==> config.mk <==
export PLATFORM = sky130hd
export DESIGN_NAME = accumulator_processor
export DESIGN_NICKNAME = d
export VERILOG_FILES = /design/src/rtl/accumulator_processor.sv
export SDC_FILE = /design/constraint.sdc
export NUM_CORES = 1
export LEC_CHECK = 0
export CORE_ASPECT_RATIO = 1.75
export CORE_MARGIN = 2
export CORE_UTILIZATION = 25
export CTS_CLUSTER_DIAMETER = 120
export DETAILED_ROUTE_END_ITERATION = 7
export SETUP_SLACK_MARGIN = 0.1
export SLEW_MARGIN = 20
export SYNTH_ARGS = -nofsm -noshare
export SYNTH_HDL_FRONTEND = slang
export SYNTH_SLANG_ARGS = --single-unit
==> constraint.sdc <==
create_clock -name clk -period 7.5 [get_ports clk]
set_input_delay 1.5 -clock clk [delete_from_list [all_inputs] [get_ports clk]]
set_output_delay 1.5 -clock clk [all_outputs]
set_load 0.03 [all_outputs]
==> src/rtl/accumulator_processor.sv <==
// Processor side of the accumulator memory bus: fetches operand pairs, sends back their sum until memory runs dry.
// Optional feature: define ACCUM_PROC_TIMEOUT_EN to bound every wait for `signal` to TIMEOUT cycles.
`timescale 1ns/1ps

module accumulator_processor #(
    parameter int CNT_W   = 16,
    parameter int TIMEOUT = 4096
) (
    input  logic             clk,
    input  logic             reset,
    input  logic             start,
    input  logic             signal,
    input  logic [31:0]      read,
    output logic [1:0]       op,
    output logic [31:0]      write,
    output logic             done,
    output logic [31:0]      result,
    output logic [CNT_W-1:0] adds,
    output logic             ovf,
    output logic             busy,
    output logic [7:0]       state
`ifdef ACCUM_PROC_TIMEOUT_EN
    ,
    output logic             timeout_err
`endif
);

    typedef enum logic [7:0] {
        S_IDLE   = 8'b0000_0001,
        S_REQ_A  = 8'b0000_0010,
        S_WAIT_A = 8'b0000_0100,
        S_REQ_B  = 8'b0000_1000,
        S_WAIT_B = 8'b0001_0000,
        S_REQ_S  = 8'b0010_0000,
        S_WAIT_S = 8'b0100_0000,
        S_DONE   = 8'b1000_0000
    } state_t;

    typedef enum logic [1:0] {
        OP_NOP   = 2'b00,
        OP_FETCH = 2'b01,
        OP_SEND  = 2'b10
    } op_t;

    state_t      state_q;
    state_t      state_d;
    logic [31:0] a;
    logic [32:0] sum;
    logic        wait_expired;

    assign sum   = {1'b0, a} + {1'b0, read};
    assign state = state_q;

`ifdef ACCUM_PROC_TIMEOUT_EN
    localparam int               WAIT_W    = $clog2(TIMEOUT) + 1;
    localparam logic [WAIT_W-1:0] WAIT_LAST = WAIT_W'(TIMEOUT - 1);

    logic [WAIT_W-1:0] wait_cnt;
    logic              in_wait;

    assign in_wait      = (state_q == S_WAIT_A) || (state_q == S_WAIT_B) || (state_q == S_WAIT_S);
    assign wait_expired = in_wait && (wait_cnt == WAIT_LAST);

    // Every WAIT_* state is entered from a REQ_* state, so the count restarts at zero on entry.
    always_ff @(posedge clk or posedge reset) begin
        if (reset) begin
            wait_cnt    <= '0;
            timeout_err <= 1'b0;
        end else begin
            wait_cnt <= in_wait ? wait_cnt + WAIT_W'(1) : '0;
            if (wait_expired && !signal)
                timeout_err <= 1'b1;
        end
    end
`else
    // Waits are unbounded; TIMEOUT has no effect in this build.
    assign wait_expired = (TIMEOUT < 0);
`endif

    // NOTE: sequential state uses non-blocking assignments so every register updates from pre-edge values.
    always_ff @(posedge clk or posedge reset) begin
        if (reset)
            state_q <= S_IDLE;
        else
            state_q <= state_d;
    end

    // NOTE: next-state gets its default before the case so no path leaves it unassigned (no latch).
    always_comb begin
        state_d = state_q;
        unique case (state_q)
            S_IDLE:   if (start) state_d = S_REQ_A;
            S_REQ_A:  state_d = S_WAIT_A;
            S_WAIT_A: begin
                if (signal)
                    state_d = (read == '0) ? S_DONE : S_REQ_B;
                else if (wait_expired)
                    state_d = S_DONE;
            end
            S_REQ_B:  state_d = S_WAIT_B;
            S_WAIT_B: begin
                if (signal)
                    state_d = (read == '0) ? S_DONE : S_REQ_S;
                else if (wait_expired)
                    state_d = S_DONE;
            end
            S_REQ_S:  state_d = S_WAIT_S;
            S_WAIT_S: begin
                if (signal)
                    state_d = S_REQ_A;
                else if (wait_expired)
                    state_d = S_DONE;
            end
            S_DONE:   state_d = S_DONE;
            default:  state_d = S_IDLE;
        endcase
    end

    // Bus outputs are decoded from the next state so they line up with the state register.
    always_ff @(posedge clk or posedge reset) begin
        if (reset) begin
            op   <= OP_NOP;
            done <= 1'b0;
            busy <= 1'b0;
        end else begin
            if ((state_d == S_REQ_A) || (state_d == S_REQ_B))
                op <= OP_FETCH;
            else if (state_d == S_REQ_S)
                op <= OP_SEND;
            else
                op <= OP_NOP;
            done <= (state_d == S_DONE);
            busy <= (state_d != S_IDLE) && (state_d != S_DONE);
        end
    end

    always_ff @(posedge clk or posedge reset) begin
        if (reset) begin
            a      <= '0;
            write  <= '0;
            result <= '0;
            adds   <= '0;
            ovf    <= 1'b0;
        end else begin
            unique case (state_q)
                S_WAIT_A: begin
                    if (signal) begin
                        a <= read;
                        if (read == '0)
                            result <= '0;
                    end else if (wait_expired) begin
                        result <= '0;
                    end
                end
                S_WAIT_B: begin
                    if (signal) begin
                        if (read == '0) begin
                            result <= a;
                        end else begin
                            // A wrapped sum of zero is still sent; ovf records the carry.
                            write <= sum[31:0];
                            ovf   <= ovf | sum[32];
                            if (adds != '1)
                                adds <= adds + CNT_W'(1);
                        end
                    end else if (wait_expired) begin
                        result <= a;
                    end
                end
                S_WAIT_S: begin
                    if (!signal && wait_expired)
                        result <= a;
                end
                default: ;
            endcase
        end
    end

endmodule

=== Word level (Yosys, flattened, before mapping) ===
Cells that the tools add are included.

* Bits in registers: 125
* Input port bits: 36
* Output and inout bits: 93
* Word-level logic and storage cells: 54

* Add/subtract/negate cells: 2
* Eq/ne operators: 19
* Mux-type cells: 14
* Bitwise operators: 2
* Reductions and logical operators: 8

{| class="wikitable"
|+ Operators by type and width
! kind !! count
|-
| 32-bit two-way mux || 4
|-
| 32-bit case mux with 2 select lines || 1
|-
| 8-bit case mux with 8 select lines || 1
|-
| 8-bit two-way mux || 6
|-
| 32-bit by 32-bit adder with 33-bit output || 1
|-
| 32-bit logical NOT || 1
|-
| 16-bit by 1-bit adder with 16-bit output (second input constant) || 1
|-
| 8-bit by 2-bit == test with 1-bit output (second input constant) || 2
|-
| 8-bit by 4-bit == test with 1-bit output (second input constant) || 2
|-
| 8-bit by 6-bit == test with 1-bit output (second input constant) || 2
|-
| 8-bit == test (second input constant) || 2
|-
| 16-bit != test (second input constant) || 1
|-
| 8-bit by 1-bit == test with 1-bit output (second input constant) || 1
|-
| 8-bit by 3-bit == test with 1-bit output (second input constant) || 1
|-
| 8-bit by 5-bit == test with 1-bit output (second input constant) || 1
|-
| 8-bit by 7-bit == test with 1-bit output (second input constant) || 1
|-
| 2-bit != test (second input constant) || 4
|-
| 8-bit by 1-bit != test with 1-bit output (second input constant) || 1
|-
| 8-bit != test (second input constant) || 1
|-
| 5-bit AND reduction || 1
|-
| 2-bit two-way mux || 2
|-
| 4-bit AND reduction || 1
|-
| 3-bit AND reduction || 1
|-
| 2-bit AND reduction || 1
|-
| other kinds (5) || 5
|}

=== Longest topological paths before layout ===
Gate-level depths: netlist (run 1).

* Word-level depth: 7
* Gate-level depth with buffers: 10
* Depth with buffers taken out: 10

=== Worst setup path before layout (run 1) ===
No wires, ideal clock.

* Kind: input to register
* Start point: input port read[0]
* End point: register write[30]
* Library setup time: 0.083 ns
* Arrival time: 3.684 ns
* Required time: 7.417 ns
* Path slack: 3.733 ns
* Cell stages on the path: 10
* Path buffers: 0
* Cell sequence: ha_1 fa_1 a211oi_1 o21ai_0 nand3_1 a31oi_1 a221oi_1 o41ai_1 xnor2_1 o21ai_0

* Longest elaborated chain between the ends: 3
* Elaborated cells between the ends (all ways): 4
* Those cells by class: 1 x add/sub; 1 x bitwise; 2 x reduce/logical

{| class="wikitable"
|+ Ends and longest elaborated chain
! element !! line !! RTL
|-
| start: declaration || 13 || <nowiki>input logic [31:0] read,</nowiki>
|-
| parallel branches: the longest is 3 deep, another holds 32-bit by 32-bit adder with 33-bit output || -- ||
|-
| end signal: assignment || 161 || <nowiki>write <= sum[31:0];</nowiki>
|-
| end: declaration || 15 || <nowiki>output logic [31:0] write,</nowiki>
|}

Several ways; the timed one is not identified.
A chain may end at the register's enable or synchronous reset.

=== Worst setup path in the final report (run 1) ===
Same ends and word-level chain as after synthesis.

==> flow_summary.toml, run 1 <==
[detailed_routing]
vias_per_cell = 4.94
firstDrtPassIters = 5
wl_per_cell_um = 18.1
antenna_left = 0
via_count = 5413
drc_errors = 0
postRouteWirelength_mm = 19.8
drt_iter0_markers = 205

[logic_synthesis]
seq_area_frac_synth = 0.474
yosysWarnings = 0
synth.most_common_cell = "dfrtp_1"
yosys-top-cells-area = "dfrtp_1 (47%), ha_1 (6.3%), mux2_2 (5.1%)"
synth_area_um2 = 6600
yosysTopAreaCellShare = 0.470
avgSynthCellArea_um2 = 10.3
synthTopCellsByCount = "dfrtp_1 (124), nand2_1 (73), o21ai_0 (48)"
ys_ff_latch = 125
syn-num-nets = 712
yosys.area.top_type = "dfrtp_1"
synth_edf_count = 0
synth_ff_type = "dfrtp_1"
netlist_instances = 642
synthArstFlopShare = 1.00
yosysUniqueCellTypes = 59

[placed_design]
port_buffers = 128
dp_hpwl_mm = 14.6
gp_congestion = 0.895
dp_slack_ps = 2510

[sta]
fin_skew_ps = 5.72
hold_viol = 0
worst_slack_ps = 2960
whs_ps = 466
setup-violations-final = 0
fmax_mhz = 220
period_needed_ps = 4540
slew-limit-headroom = 0.435
period_share = 0.605
finalMaxSlewViolations = 0
tightest_slew_ps = 844
fin_tns_setup_ps = 0
rsz0062_at_grt = "no"

[critical_path]
critical_path_class = "primary input to register"
crit_path_cell_trace = "clkdlybuf4s50_1, ha_1, fa_1, a211oi_1, o21ai_0, nand3_1, a31oi_1, a221oi_1, o41ai_1, xnor2_1, o21ai_0"
r2r_start = "a[0]$_DFFE_PP0P_"
cp-start-kind = "primary input"
rr_worst_depth = 10
crit_family = "compound AO/OA/AOI/OAI gates"
crit_path_end_kind = "register"
cp_data_required_time_ps = 7850
regToRegSetupSlack_ps = 4090
slowest_delay_ps = 770
cp_max_fo = 5
worstPathBufferInverterCount = 1
worstReg2RegEnd = "write[30]$_DFFE_PP0P_"
crit_path_frequent_cell = "o21ai_0"
arrival_ps = 4880
crit_slowest_cell = "a221oi_1"

[global_route]
grt.total_usage = 0.149
grt.overflow.total = 0
grt_pass1_wl_mm = 31.3
grt_max_degree = 77
grt_pass1_vias = 5666
antenna_found_initial = 0

[final_layout]
antenna_cells = 0
nFillCells = 2618
register_area_um2 = 3130
nets = 833
multi_input_area_um2 = 3310
area_delta_synth_final_pct = 33.9
drive_above_1_share = 0.101
postLayoutCoreUtil = 0.341

[clock_tree]
clock_sinks = 125
numCtsBuffers = 17
clk_pin_slew_ps = 50
root_buffer = "clkbuf_16"
clk_latency_ps = 430
cts_tree = "done"
cts_resized = 0
cts_buffer_depth = 2
post_cts_buffers = 0
htreeDepth = 4
cts.hold.buffers_added = 0

[hold_path]
min_path_cells = 2
min_from = "write[0]$_DFFE_PP0P_"
hp-class = "register to register"
min_to = "write[0]$_DFFE_PP0P_"

[flow_run]
maxCapViolCount = 0

[power_and_ir_drop]
leakage_nw = 3.94
peakVddDrop_mv = 0.188
p_per_area_nw_per_um2 = 364

[floorplanning]
design.die.area_um2 = 27800
die_h_um = 219
start_util = 0.254
die-width_um = 127
io_pins = 129
core-area_um2 = 26000
row_count = 78

[run_status]
status = "finished clean"
worst max-delay path by stage:
stage / startpoint / end / slack [ps] / cells past startpoint
2_1_floorplan: reset / a[0]$_DFFE_PP0P_ / 2670 / 1
3_3_place_gp: read[0] / write[30]$_DFFE_PP0P_ / 2570 / 11
3_5_place_dp: read[0] / write[30]$_DFFE_PP0P_ / 2510 / 11
4_1_cts: read[0] / write[30]$_DFFE_PP0P_ / 2960 / 11
5_1_grt: read[0] / write[28]$_DFFE_PP0P_ / 2750 / 11
6_report: read[0] / write[30]$_DFFE_PP0P_ / 2960 / 11
placed cells by master (no fill, tap or decap), types with 3 or more instances in the layout:
master	n
a211o_1	3
a21o_1	17
a21oi_1	35
a22o_1	33
a31oi_1	6
and3_1	11
and4_1	4
buf_4	5
bufinv_16	4
clkbuf_1	3
clkbuf_16	17
clkbuf_8	5
clkdlybuf4s50_1	128
dfrtp_1	124
ha_1	33
inv_1	11
mux2_1	3
mux2_2	30
mux2i_1	4
nand2_1	72
nand2b_1	5
nand3_1	13
nand4_1	10
nor2_1	31
nor2b_1	3
nor3_1	10
nor4_1	12
o21a_1	4
o21ai_0	47
o21bai_1	4
or2_2	4
xnor2_1	24
xor2_1	16
kinds of logic (layout without fill, tap and decap cells):
group,after synthesis,after routing,synth area share
AO/OA/AOI/OAI,176,176,0.181
XOR/XNOR,40,40,0.0531
multiplexers,37,37,0.0624
flip-flops,125,125,0.474
AND/OR/NAND/NOR,187,187,0.138
adder cells (fa/ha/maj),34,34,0.0656
buffers and inverters,43,176,0.0258
state kept, by name, summed over array words and instances (netlist names):
name and flops:
state 8, write 32, ovf 1, op 2
result 32, a 32, adds 16, busy 1
done 1
power by group:
group	leakage, nW	switching [mW]	internal (mW)	total [mW]
Clock	0.313	0.306	0.597	0.903
Combinational	1.97	0.776	0.570	1.35
Sequential	1.66	0.136	0.833	0.969
Total	3.94	1.22	2.00	3.22
routing by layer:
layer | up-vias | global-route usage | share of wire
li1 | 2601 | - | -
met1 | 2618 | 0.150 | 0.37
met2 | 161 | 0.270 | 0.54
met3 | 33 | 0.0514 | 0.056
met4 | 0 | 0.0707 | 0.037
met5 | - | 0 | 0
worst register-to-register path, cell delays in order (launching register included):
cell and delay (ps):
dfrtp_1 390, ha_1 230, fa_1 430, a211oi_1 410
o21ai_0 230, nand3_1 190, a31oi_1 170, a221oi_1 770
o41ai_1 200, xnor2_1 150, o21ai_0 160
stage by stage:
stage / power, mW / cell area (um^2) / cells
3_5_place_dp: 2.33 / 8200 / 1064
6_report: 3.22 / 8840 / 1095
3_3_place_gp: 2.31 / 8200 / 1064
2_1_floorplan: 1.89 / 6600 / 642
5_1_grt: 3.43 / 8840 / 1095
4_1_cts: 3.25 / 8840 / 1095
area by class of cell:
type                       instances  share of cell area
clock buffer                      25              0.0572
clock inverter                     6              0.0147
inverter                          12             0.00566
multi-input combinational        474               0.374
sequential                       125               0.354
tap                              320              0.0453
timing repair buffer             133               0.149
Power figures use the tool's default switching activity.
==> inputs of run 2 (changes only) <==
==> constraint.sdc (replaced) <==
create_clock -name clk -period 4.7 [get_ports clk]
set_input_delay 0.94 -clock clk [delete_from_list [all_inputs] [get_ports clk]]
set_output_delay 0.94 -clock clk [all_outputs]
set_load 0.03 [all_outputs]
==> flow_summary.toml, run 2 (same netlist as run 1, synthesis figures left out) <==
[clock_tree]
clock_sinks = 125
cts_tree = "done"
clk_latency_ps = 430
cts_resized = 0
numCtsBuffers = 17
cts.hold.buffers_added = 0
root_buffer = "clkbuf_16"
cts_buffer_depth = 2
htreeDepth = 4
post_cts_buffers = 0
clk_pin_slew_ps = 60

[sta]
fmax_mhz = 278
tightest_slew_ps = 958
rsz0062_at_grt = "no"
slew-limit-headroom = 0.361
whs_ps = 472
setup-violations-final = 0
fin_skew_ps = 8.07
finalMaxSlewViolations = 0
fin_tns_setup_ps = 0
period_needed_ps = 3590
hold_viol = 0
period_share = 0.765

[power_and_ir_drop]
p_sw_frac = 0.380
power_frac_seq = 0.303
power_frac_clock = 0.278
leakage_nw = 3.96
pwr-share-comb = 0.418
p_per_area_nw_per_um2 = 578
peakVddDrop_mv = 0.241
p_switching_mw = 1.95
intPower_mw = 3.18

[run_status]
status = "finished clean"

[placed_design]
dp_hpwl_mm = 14.9
dp_cells = 1068
gp_congestion = 0.876
port_buffers = 128

[final_layout]
nets = 837
drive_above_1_share = 0.103
largestRegisters = "a (32), result (32), write (32)"
area_delta_synth_final_pct = 34.3
finalNonFillerCells = 1098
antenna_cells = 0
layout_common_cells = "clkdlybuf4s50_1 (128), dfrtp_1 (124), nand2_1 (73)"
final_common_cell = "clkdlybuf4s50_1"

[critical_path]
cp_max_fo = 5
cp_data_required_time_ps = 5010
cp-start-kind = "primary input"
arrival_ps = 3900
crit_slowest_cell = "clkdlybuf4s50_1"
crit_path_end_kind = "register"
critical_path_class = "primary input to register"
crit_path_cell_trace = "clkdlybuf4s50_1, ha_1, fa_1, a211oi_1, o21ai_0, nand3_1, a31oi_1, a221oi_1, buf_4, o41ai_1, xnor2_1, o21ai_0"
crit_path_frequent_cell = "o21ai_0"
slowest_delay_ps = 520

[detailed_routing]
antenna_left = 0
drt_iter0_markers = 214
firstDrtPassIters = 4
via_count = 5461
drc_errors = 0
postRouteWirelength_mm = 19.9
vias_per_cell = 4.97
wl_per_cell_um = 18.1

[floorplanning]
die_h_um = 219
design.die.area_um2 = 27800
row_count = 78
die-width_um = 127
start_util = 0.254
core-area_um2 = 26000
io_pins = 129

[global_route]
grt.total_usage = 0.150
grt.overflow.total = 0
grt_pass1_wl_mm = 31.9
antenna_found_initial = 0
grt_pass1_vias = 5855
grt_max_degree = 73

[flow_run]
maxCapViolCount = 0

[hold_path]
hp-class = "register to register"
[run 2: cell count changes in the layout (fill, tap and decap cells not counted), sizes merged]
cell    change
clkbuf      -2
clkinv      +1
buf         +4
[run 2: stage by stage]
| stage | power [mW] | worst slack (ps) | cell area, um^2 | utilization |
|---|---|---|---|---|
| final | 5.13 | 1110 | 8860 | 0.341 |
| after global routing | 5.46 | 881 | 8860 | 0.341 |
| after CTS | 5.16 | 1140 | 8860 | 0.341 |
| after detailed placement | 3.71 | 701 | 8240 | 0.317 |
| after global placement | 3.69 | 720 | 8240 | 0.317 |
| after floorplan | 3.01 | 434 | 6600 | - |
[run 2: critical path, delay by kind of cell]
| kind | cells | cell delay, ps |
|---|---|---|
| AOI/OAI and AO/OA | 6 | 1450 |
| xor gates and xnor gates | 1 | 160 |
| buffers and inverters | 2 | 700 |
| and+or+nand+nor | 1 | 200 |
| adders and majority gates | 2 | 440 |
[run 2: metal layers]
metal / track usage / routed length (um)
met1: 0.153 / 7330
met2: 0.282 / 11000
met3: 0.0424 / 1030
met4: 0.0623 / 501
met5: 0 / 0
[run 2: power groups by stage]
stage,Clock [mW],Sequential [mW],Combinational [mW]
3_3_place_gp,0,1.57,2.12
4_1_cts,1.45,1.56,2.15
2_1_floorplan,0,1.73,1.28
3_5_place_dp,0,1.57,2.14
6_report,1.43,1.55,2.14
5_1_grt,1.50,1.59,2.37
[run 2: cell type report]
class / instances / area [um^2]
fillers: 2646 / 17100
multi-input cells: 474 / 3300
well taps: 320 / 400
flip-flops and latches: 125 / 3130
repair buffers: 137 / 1360
inverters: 12 / 47.5
clock buffers: 23 / 488
clock inverters: 7 / 135
[run 2: path summary, 6_finish.rpt]
kind / startpoint / end / slack, ps / cells after the start
worst max-delay path: read[0] / write[30]$_DFFE_PP0P_ / 1110 / 12
worst min-delay path: write[1]$_DFFE_PP0P_ / write[1]$_DFFE_PP0P_ / 470 / 2
worst max register to register: state[1]$_DFF_PP0_ / write[31]$_DFFE_PP0P_ / 1440 / 6
worst min register to register: write[1]$_DFFE_PP0P_ / write[1]$_DFFE_PP0P_ / 470 / 2
max in group asynchronous: reset / result[0]$_DFFE_PP0P_ / 2820 / 3
min in group asynchronous: reset / a[15]$_DFFE_PP0P_ / 1050 / 2
